**src/rtl/disp_scan_ctrl.sv**
```systemverilog
// ============================================================================
// Module  : disp_scan_ctrl
// Brief   : Multiplexed seven-segment scan controller with a double-buffered
//           load handshake, an anti-ghosting guard interval and leading-zero
//           suppression. Optional per-digit blink: define DISP_SCAN_BLINK_EN.
// Rev     : 1.0
// ============================================================================
`default_nettype none

module disp_scan_ctrl #(
    parameter int NUM_DIGITS   = 4,
    parameter int REFRESH_DIV  = 50000,
    parameter int GUARD_CYCLES = 2,
    parameter int BLINK_FRAMES = 32
) (
    input  logic                      clk,
    input  logic                      reset,
    input  logic                      disp_on,
    input  logic                      load_valid,
    output logic                      load_ready,
    input  logic [4*NUM_DIGITS-1:0]   load_value,
    input  logic                      load_lzs,
    input  logic [NUM_DIGITS-1:0]     blink_mask,
    output logic [3:0]                hex_nibble,
    output logic [NUM_DIGITS-1:0]     digit_sel_n,
    output logic                      seg_blank,
    output logic                      frame_start
);

    localparam int IDX_W  = (NUM_DIGITS > 1) ? $clog2(NUM_DIGITS) : 1;
    localparam int TICK_W = $clog2(REFRESH_DIV);
    localparam int VAL_W  = 4 * NUM_DIGITS;

    localparam logic [IDX_W-1:0]  IDX_LAST   = IDX_W'(NUM_DIGITS - 1);
    localparam logic [TICK_W-1:0] SLOT_LAST  = TICK_W'(REFRESH_DIV - 1);
    localparam logic [TICK_W-1:0] GUARD_LAST = TICK_W'(GUARD_CYCLES - 1);

    typedef enum logic [1:0] {
        S_IDLE  = 2'd0,
        S_GUARD = 2'd1,
        S_DRIVE = 2'd2
    } state_e;

    state_e              state_q, state_d;
    logic [IDX_W-1:0]    idx_q, idx_d;
    logic [TICK_W-1:0]   tick_q, tick_d;

    logic [VAL_W-1:0]    active_q, active_d;
    logic                active_lzs_q, active_lzs_d;
    logic [VAL_W-1:0]    pend_val_q, pend_val_d;
    logic                pend_lzs_q, pend_lzs_d;
    logic                pending_q, pending_d;
    logic                load_ready_q, load_ready_d;

    logic [3:0]            hex_q, hex_d;
    logic [NUM_DIGITS-1:0] sel_n_q, sel_n_d;
    logic                  blank_q, blank_d;
    logic                  fstart_q, fstart_d;

    logic                  wrap;
    logic                  frame_pulse;
    logic                  xfer;
    logic                  commit;
    logic [3:0]            cur_nibble;
    logic [NUM_DIGITS-1:0] suppress;
    logic                  zero_run;
    logic                  blink_off;

    // Slot boundaries: the last DRIVE cycle of the top digit is the frame wrap.
    assign wrap        = (state_q == S_DRIVE) && (tick_q == SLOT_LAST) && (idx_q == IDX_LAST);
    assign frame_pulse = (state_q == S_GUARD) && (idx_q == '0) && (tick_q == '0);

    always_ff @(posedge clk) begin
        if (reset) begin
            state_q <= S_IDLE;
            idx_q   <= '0;
            tick_q  <= '0;
        end else begin
            state_q <= state_d;
            idx_q   <= idx_d;
            tick_q  <= tick_d;
        end
    end

    always_comb begin
        state_d  = state_q;
        idx_d    = idx_q;
        tick_d   = tick_q;
        hex_d    = cur_nibble;
        sel_n_d  = '1;
        blank_d  = 1'b1;
        fstart_d = frame_pulse;

        case (state_q)
            S_IDLE: begin
                idx_d  = '0;
                tick_d = '0;
                if (disp_on) begin
                    state_d = S_GUARD;
                end
            end
            S_GUARD: begin
                tick_d = tick_q + 1'b1;
                if (tick_q == GUARD_LAST) begin
                    state_d = S_DRIVE;
                end
            end
            S_DRIVE: begin
                sel_n_d = ~(NUM_DIGITS'(1) << idx_q);
                blank_d = suppress[idx_q] | blink_off;
                if (tick_q == SLOT_LAST) begin
                    tick_d  = '0;
                    state_d = S_GUARD;
                    idx_d   = (idx_q == IDX_LAST) ? '0 : idx_q + 1'b1;
                end else begin
                    tick_d = tick_q + 1'b1;
                end
            end
            default: begin
                state_d = S_IDLE;
                idx_d   = '0;
                tick_d  = '0;
            end
        endcase

        if (!disp_on) begin
            state_d = S_IDLE;
            idx_d   = '0;
            tick_d  = '0;
        end
    end

    // Shared decoder feed: nibble of the digit currently owning the slot.
    always_comb begin
        cur_nibble = 4'd0;
        for (int i = 0; i < NUM_DIGITS; i++) begin
            if (idx_q == IDX_W'(i)) begin
                cur_nibble = active_q[i*4 +: 4];
            end
        end
    end

    // Scan from the top digit down; a digit is blank while everything above is zero.
    always_comb begin
        zero_run = 1'b1;
        suppress = '0;
        for (int i = NUM_DIGITS - 1; i >= 0; i--) begin
            zero_run = zero_run & (active_q[i*4 +: 4] == 4'd0);
            if (i != 0) begin
                suppress[i] = active_lzs_q & zero_run;
            end
        end
    end

    // Pending buffer only moves to the active one at a frame wrap (or in IDLE).
    assign xfer   = load_valid & load_ready_q;
    assign commit = pending_q & (wrap | (state_q == S_IDLE));

    always_comb begin
        pend_val_d   = pend_val_q;
        pend_lzs_d   = pend_lzs_q;
        pending_d    = pending_q;
        active_d     = active_q;
        active_lzs_d = active_lzs_q;
        if (commit) begin
            active_d     = pend_val_q;
            active_lzs_d = pend_lzs_q;
            pending_d    = 1'b0;
        end else if (xfer) begin
            pend_val_d = load_value;
            pend_lzs_d = load_lzs;
            pending_d  = 1'b1;
        end
        load_ready_d = ~pending_d;
    end

    always_ff @(posedge clk) begin
        if (reset) begin
            active_q     <= '0;
            active_lzs_q <= 1'b0;
            pend_val_q   <= '0;
            pend_lzs_q   <= 1'b0;
            pending_q    <= 1'b0;
            load_ready_q <= 1'b1;
            hex_q        <= 4'd0;
            sel_n_q      <= '1;
            blank_q      <= 1'b1;
            fstart_q     <= 1'b0;
        end else begin
            active_q     <= active_d;
            active_lzs_q <= active_lzs_d;
            pend_val_q   <= pend_val_d;
            pend_lzs_q   <= pend_lzs_d;
            pending_q    <= pending_d;
            load_ready_q <= load_ready_d;
            hex_q        <= hex_d;
            sel_n_q      <= sel_n_d;
            blank_q      <= blank_d;
            fstart_q     <= fstart_d;
        end
    end

`ifdef DISP_SCAN_BLINK_EN
    localparam int FRAME_W = (BLINK_FRAMES > 1) ? $clog2(BLINK_FRAMES) : 1;
    localparam logic [FRAME_W-1:0] FRAME_LAST = FRAME_W'(BLINK_FRAMES - 1);

    logic [FRAME_W-1:0] frame_cnt_q, frame_cnt_d;
    logic               phase_q, phase_d;

    always_comb begin
        frame_cnt_d = frame_cnt_q;
        phase_d     = phase_q;
        if (state_q == S_IDLE) begin
            frame_cnt_d = '0;
            phase_d     = 1'b0;
        end else if (frame_pulse) begin
            if (frame_cnt_q == FRAME_LAST) begin
                frame_cnt_d = '0;
                phase_d     = ~phase_q;
            end else begin
                frame_cnt_d = frame_cnt_q + 1'b1;
            end
        end
    end

    always_ff @(posedge clk) begin
        if (reset) begin
            frame_cnt_q <= '0;
            phase_q     <= 1'b0;
        end else begin
            frame_cnt_q <= frame_cnt_d;
            phase_q     <= phase_d;
        end
    end

    assign blink_off = phase_q & blink_mask[idx_q];
`else
    logic unused_blink;
    assign unused_blink = ^blink_mask ^ BLINK_FRAMES[0];
    assign blink_off    = 1'b0;
`endif

    assign load_ready  = load_ready_q;
    assign hex_nibble  = hex_q;
    assign digit_sel_n = sel_n_q;
    assign seg_blank   = blank_q;
    assign frame_start = fstart_q;

endmodule

`default_nettype wire

```
**config.mk**
```make
export PLATFORM = sky130hd
export DESIGN_NAME = disp_scan_ctrl
export DESIGN_NICKNAME = d
export VERILOG_FILES = /design/src/rtl/disp_scan_ctrl.sv
export SDC_FILE = /design/constraint.sdc
export NUM_CORES = 1
export LEC_CHECK = 0
export CORE_ASPECT_RATIO = 0.7
export CORE_MARGIN = 3
export CORE_UTILIZATION = 25
export DETAILED_ROUTE_END_ITERATION = 10
export GPL_TIMING_DRIVEN = 0
export HOLD_SLACK_MARGIN = 0.15
export MAX_ROUTING_LAYER = met4
export SYNTH_ARGS = -nofsm -noshare
export SYNTH_HDL_FRONTEND = slang
export SYNTH_SLANG_ARGS = --single-unit
```
**constraint.sdc**
```tcl
create_clock -name clk -period 2 [get_ports clk]
set_input_delay 0.3 -clock clk [delete_from_list [all_inputs] [get_ports clk]]
set_output_delay 0.3 -clock clk [all_outputs]
set_load 0.01 [all_outputs]
```
* Yosys cells after proc, flatten, opt, wreduce, memory -nomap -nowiden
Cells that the tools add are included.
** Word-level totals
- Register bits :: 66
- Input bits :: 25
- Output and inout port bits :: 11
- Logic and storage cells :: 71
** Operators by class
- $add $sub $neg :: 2
- Order comparisons :: 1
- Equality and inequality tests :: 9
- Shift operators :: 1
- Mux-type cells :: 16
- Bitwise operators :: 14
- Reduce and logical (&&, ||, !) cells :: 15
** Operator list (count)
- one-hot mux 16 bit (2 select lines) :: 1
- adder 16 x 1 -> 16 bit, second input constant :: 1
- equality test 16 x 1 -> 1 bit, second input constant :: 1
- equality test 16 bit, second input constant :: 1
- zero test 16 bit :: 1
- 2-to-1 mux 16 bit :: 1
- 2-to-1 mux 4 bit :: 4
- zero test 4 bit :: 3
- 2-to-1 mux 2 bit :: 4
- AND 1 bit :: 7
- equality test 2 bit, second input constant :: 3
- one-hot mux 2 bit (3 select lines) :: 1
- AND reduction 2 bit :: 3
- NOT 1 bit :: 5
- equality test 2 x 1 -> 1 bit, second input constant :: 2
- logical AND 1 bit :: 4
- zero test 2 bit :: 2
- != test 2 x 1 -> 1 bit, second input constant :: 2
- NOT 4 bit :: 1
- one-hot mux 2 bit (2 select lines) :: 1
- OR reduction 2 bit :: 2
- left shift 1 x 2 -> 4 bit, first input constant :: 1
- < comparator 2 x 3 -> 1 bit, second input constant :: 1
- 2-to-1 mux 1 bit :: 3
- other kinds (3) :: 3

* Logic depth before layout (Yosys ltp)
- Depth after elaboration :: 7
- Mapped depth :: 9
- Gate-level depth less buffers :: 6

* Worst setup path after synthesis
Ideal clock, no wire load.
- Kind :: register -> register
- From :: reg tick_q[0]
- To :: reg tick_q[10]
- Library setup time :: 0.130 ns
- Data arrival time :: 1.707 ns
- Required time :: 1.870 ns
- Slack :: 0.163 ns
- Stages on the path, launching flop included :: 7
- Buffers on the path :: 1
- Clock period less this slack :: 1.837 ns
- Path through :: dfxtp_1 ha_1 and4_2 nand4_1 a21oi_2 buf_2 nor3_1
** On the way
- Cells in the longest elaborated chain, start to end :: 3
- Elaborated cells on any way between the ends :: 4
- Those cells by class :: add/sub: 1; eq/ne: 1; mux: 2
** Ends and longest elaborated chain
- from (decl) :: line 46 : logic [TICK_W-1:0] tick_q, tick_d;
- from (signal assigned) :: line 81 : tick_q <= tick_d;
- adder 16 x 1 -> 16 bit / equality test 16 bit (equally long branches) :: line 103, 116, 111
- 2-to-1 mux 16 bit :: line 111 : if (tick_q == SLOT_LAST) begin
- one-hot mux 16 bit (2 select lines) * :: line 94 : case (state_q)
Mark *: on every way between the ends. The rest lies on a longest branch, timed or not.
A chain may end at the register's enable or synchronous reset.

* Worst setup path after layout
- From :: reg tick_q[2]
- To :: reg tick_q[15]
Same word-level chain as after synthesis.

==> impl_metrics.py <==
metrics = {
    "floorplan": {
        "fp.dieW_microns": 139,
        "initial_core_util": 0.259,
        "io_pins": 36,
        "std_cell_rows": 33,
        "core_region_area_sq_mm": 0.0119,
        "die_area_sq_mm": 0.0137,
        "die_h_microns": 98.9,
    },
    "sta": {
        "min_period_ns": 1.86,
        "grt_setup_unrepaired": "no",
        "slew_violations": 0,
        "fin_ws_ns": 0.137,
        "setup_tns_ns": 0,
        "setup_viol": 0,
        "worst_slew_pin_slew_ns": 0.487,
        "hold_viol_final": 0,
        "skew_ns": 0.00519,
        "post-route-period-util": 0.932,
        "slew_headroom": 0.676,
        "fmax_mhz": 537,
    },
    "worst_setup_path": {
        "cp.required_ns": 2.25,
        "r2r-end": "tick_q[15]",
        "worstPathArrival_ns": 2.11,
        "crit_type": "reg -> reg",
        "r2r_cells": 4,
        "start_kind": "flop",
        "crit_fanout": 6,
        "ff2ff_setup_slack_ns": 0.14,
        "end_kind": "flop",
        "rr_startpoint": "tick_q[2]",
    },
    "routing": {
        "drtIter0Drc": 139,
        "drt_pass1_iterations": 4,
        "vias": 2327,
        "routed_wl_mm": 6.91,
        "ant_nets": 0,
        "via_per_inst": 4.39,
        "drc": 0,
        "routedWlPerCell_microns": 13.0,
    },
    "power": {
        "power.share.clock": 0.488,
        "p_int_w": 0.00249,
        "power_density_mw_per_mm2": 799,
        "p_leak_nw": 1.44,
        "pwr-share-comb": 0.080,
        "power_w": 0.00317,
        "p_switching_w": 0.000685,
        "peakVddDrop_mv": 0.416,
        "netSwitchingFraction": 0.216,
        "seq_power_share": 0.433,
    },
    "clock_tree": {
        "clkTransAtPathRegs_ns": 0.06,
        "cts-htree-levels": 3,
        "clock_path_buffers": 2,
        "clock_latency_ns": 0.32,
        "cts_inserted_buffers": 9,
        "clockRootBuffer": "clkbuf_16",
        "cts_hold_buf": 0,
        "numClockSinks": 66,
        "cts_tree": "done",
    },
    "logic_synthesis": {
        "yosys_warnings": 0,
        "synth_top_flop_cell": "dfxtp_1",
        "syn_avg_cell_area_sq_um": 9.64,
        "synth.most_common_cell": "dfxtp_1",
        "ys_ff_latch": 66,
        "synth_seq_area_share": 0.428,
        "synth.area.top_cells": "dfxtp_1 (43%), mux2i_1 (12%), nand2b_1 (11%), ha_1 (4.5%), nand2_1 (3.3%)",
        "synth_common_cells": "dfxtp_1 (66), nand2b_1 (55), mux2i_1 (37)",
        "synth_cells": 320,
        "yosysUniqueCellTypes": 46,
        "synth_top_area_cell": "dfxtp_1",
        "synth_fp_nets": 356,
        "synthArstFlopShare": 0,
        "yosys.area.top_type_share": 0.428,
        "synth_area_sq_mm": 0.00308,
        "synth_edf_count": 0,
    },
    "finish": {
        "drive_gt1_frac": 0.121,
        "fill_cells": 1234,
        "multi_input_area_sq_mm": 0.00168,
        "nNetsFinal": 404,
        "register_area_sq_mm": 0.00132,
        "area_growth_pct": 28.8,
        "diodes": 0,
    },
    "place": {
        "portBuffers": 31,
        "globalplace.congestion": 0.825,
        "dp_hpwl_mm": 5.11,
        "dp_slack_ns": -0.283,
    },
    "run": {
        "cap_violations": 0,
    },
    "grt": {
        "grt.total_usage": 0.109,
        "grt_pass1_vias": 2366,
        "grt_pass1_wl_mm": 11.8,
        "overflow": 0,
        "grt_max_degree": 12,
        "antenna_found_initial": 0,
    },
    "min_path": {
        "whs_path_depth": 2,
        "hold_class": "reg -> reg",
        "min_to": "hex_nibble[1]",
        "hold_start": "active_q[13]",
    },
    "status": {
        "outcome": "finished, final reports clean",
    },
}
[critical path: stages, from the launching register on]
cell      delay [ns]
dfxtp_1         0.50
nand3_4         0.16
or3_4           0.43
or4_4           0.49
a211oi_2        0.21
[cells by family after synthesis]
group / synth area share
xor+xnor: 0.0341
buf+inv: 0.0365
mux: 0.120
simple gates: 0.271
compound gates: 0.0657
fa+ha+maj: 0.0446
flops: 0.428
[area by class of cell]
class / count / area share
clock inverters: 5 / 0.0135
inverters: 12 / 0.0113
well taps: 157 / 0.0495
repair buffers: 38 / 0.0914
clock buffers: 11 / 0.0611
multi-input cells: 228 / 0.423
plain buffers: 13 / 0.0167
flip-flops and latches: 66 / 0.333
[per-layer routing]
metal,part of all wire,up-vias,global-route usage
met5,0,-,-
met4,0.016,0,0.0383
met3,0.025,9,0.0257
met2,0.41,31,0.158
met1,0.55,1082,0.149
li1,-,1205,-
[through the flow]
step | util | hold WS, ns | instances | area, sq um
after floorplan | - | 0.445 | 320 | 3080
after global placement | 0.302 | 0.474 | 508 | 3590
after detailed placement | 0.302 | 0.474 | 508 | 3590
after CTS | 0.329 | 0.480 | 525 | 3910
after global routing | 0.334 | 0.506 | 530 | 3970
final | 0.334 | 0.474 | 530 | 3970
[power by group through the flow]
| stage | Combinational, W | Sequential [W] | Clock [W] |
|---|---|---|---|
| 2_1_floorplan | 0.000150 | 0.00140 | 0 |
| 3_3_place_gp | 0.000234 | 0.00140 | 0 |
| 3_5_place_dp | 0.000238 | 0.00140 | 0 |
| 4_1_cts | 0.000245 | 0.00137 | 0.00158 |
| 5_1_grt | 0.000279 | 0.00138 | 0.00164 |
| 6_report | 0.000253 | 0.00137 | 0.00155 |
[flip-flops by register name (all words and copies together), names as in the netlist, 2 cells and up]
signal       count
active_q        16
digit_sel_n      4
hex_nibble       4
idx_q            2
pend_val_q      16
state_q          2
tick_q          16
[worst max path at each step]
| stage | start | end | slack (ns) | cells past startpoint |
|---|---|---|---|---|
| after detailed placement | reset | tick_q[7] | -0.28 | 5 |
| after CTS | tick_q[0] | active_q[9] | 0.01 | 7 |
| after global routing | reset | tick_q[12] | 0.02 | 5 |
| after global placement | reset | tick_q[3] | -0.23 | 5 |
| final | tick_q[2] | tick_q[15] | 0.14 | 4 |
| after floorplan | tick_q[0] | tick_q[10] | 0.16 | 6 |
[cell usage in the layout, fill, tap and decap left out, types with 3 or more instances in the layout]
cell,instances
o21ai_0,6
buf_4,9
and4_1,3
or3_1,3
nand4_1,3
clkbuf_1,9
clkinv_2,3
inv_1,12
o211ai_1,4
a21oi_1,5
xnor2_1,10
ha_1,8
nand2_1,27
clkbuf_16,9
mux2i_1,37
nor4_1,7
nor4b_1,3
nand3_1,5
nand2b_1,55
ha_2,3
nor3_1,15
nor2_1,5
dfxtp_1,65
clkdlybuf4s50_1,31
[what timing repair did]
item | in CTS | in global routing
cloned | 0 | 0
pin swaps | 2 | 0
setup endpoints to repair | 27 | 23
setup buffers | 2 | 5
resized for setup | 2 | 7
Note: power is estimated with default switching activity, not from simulation.
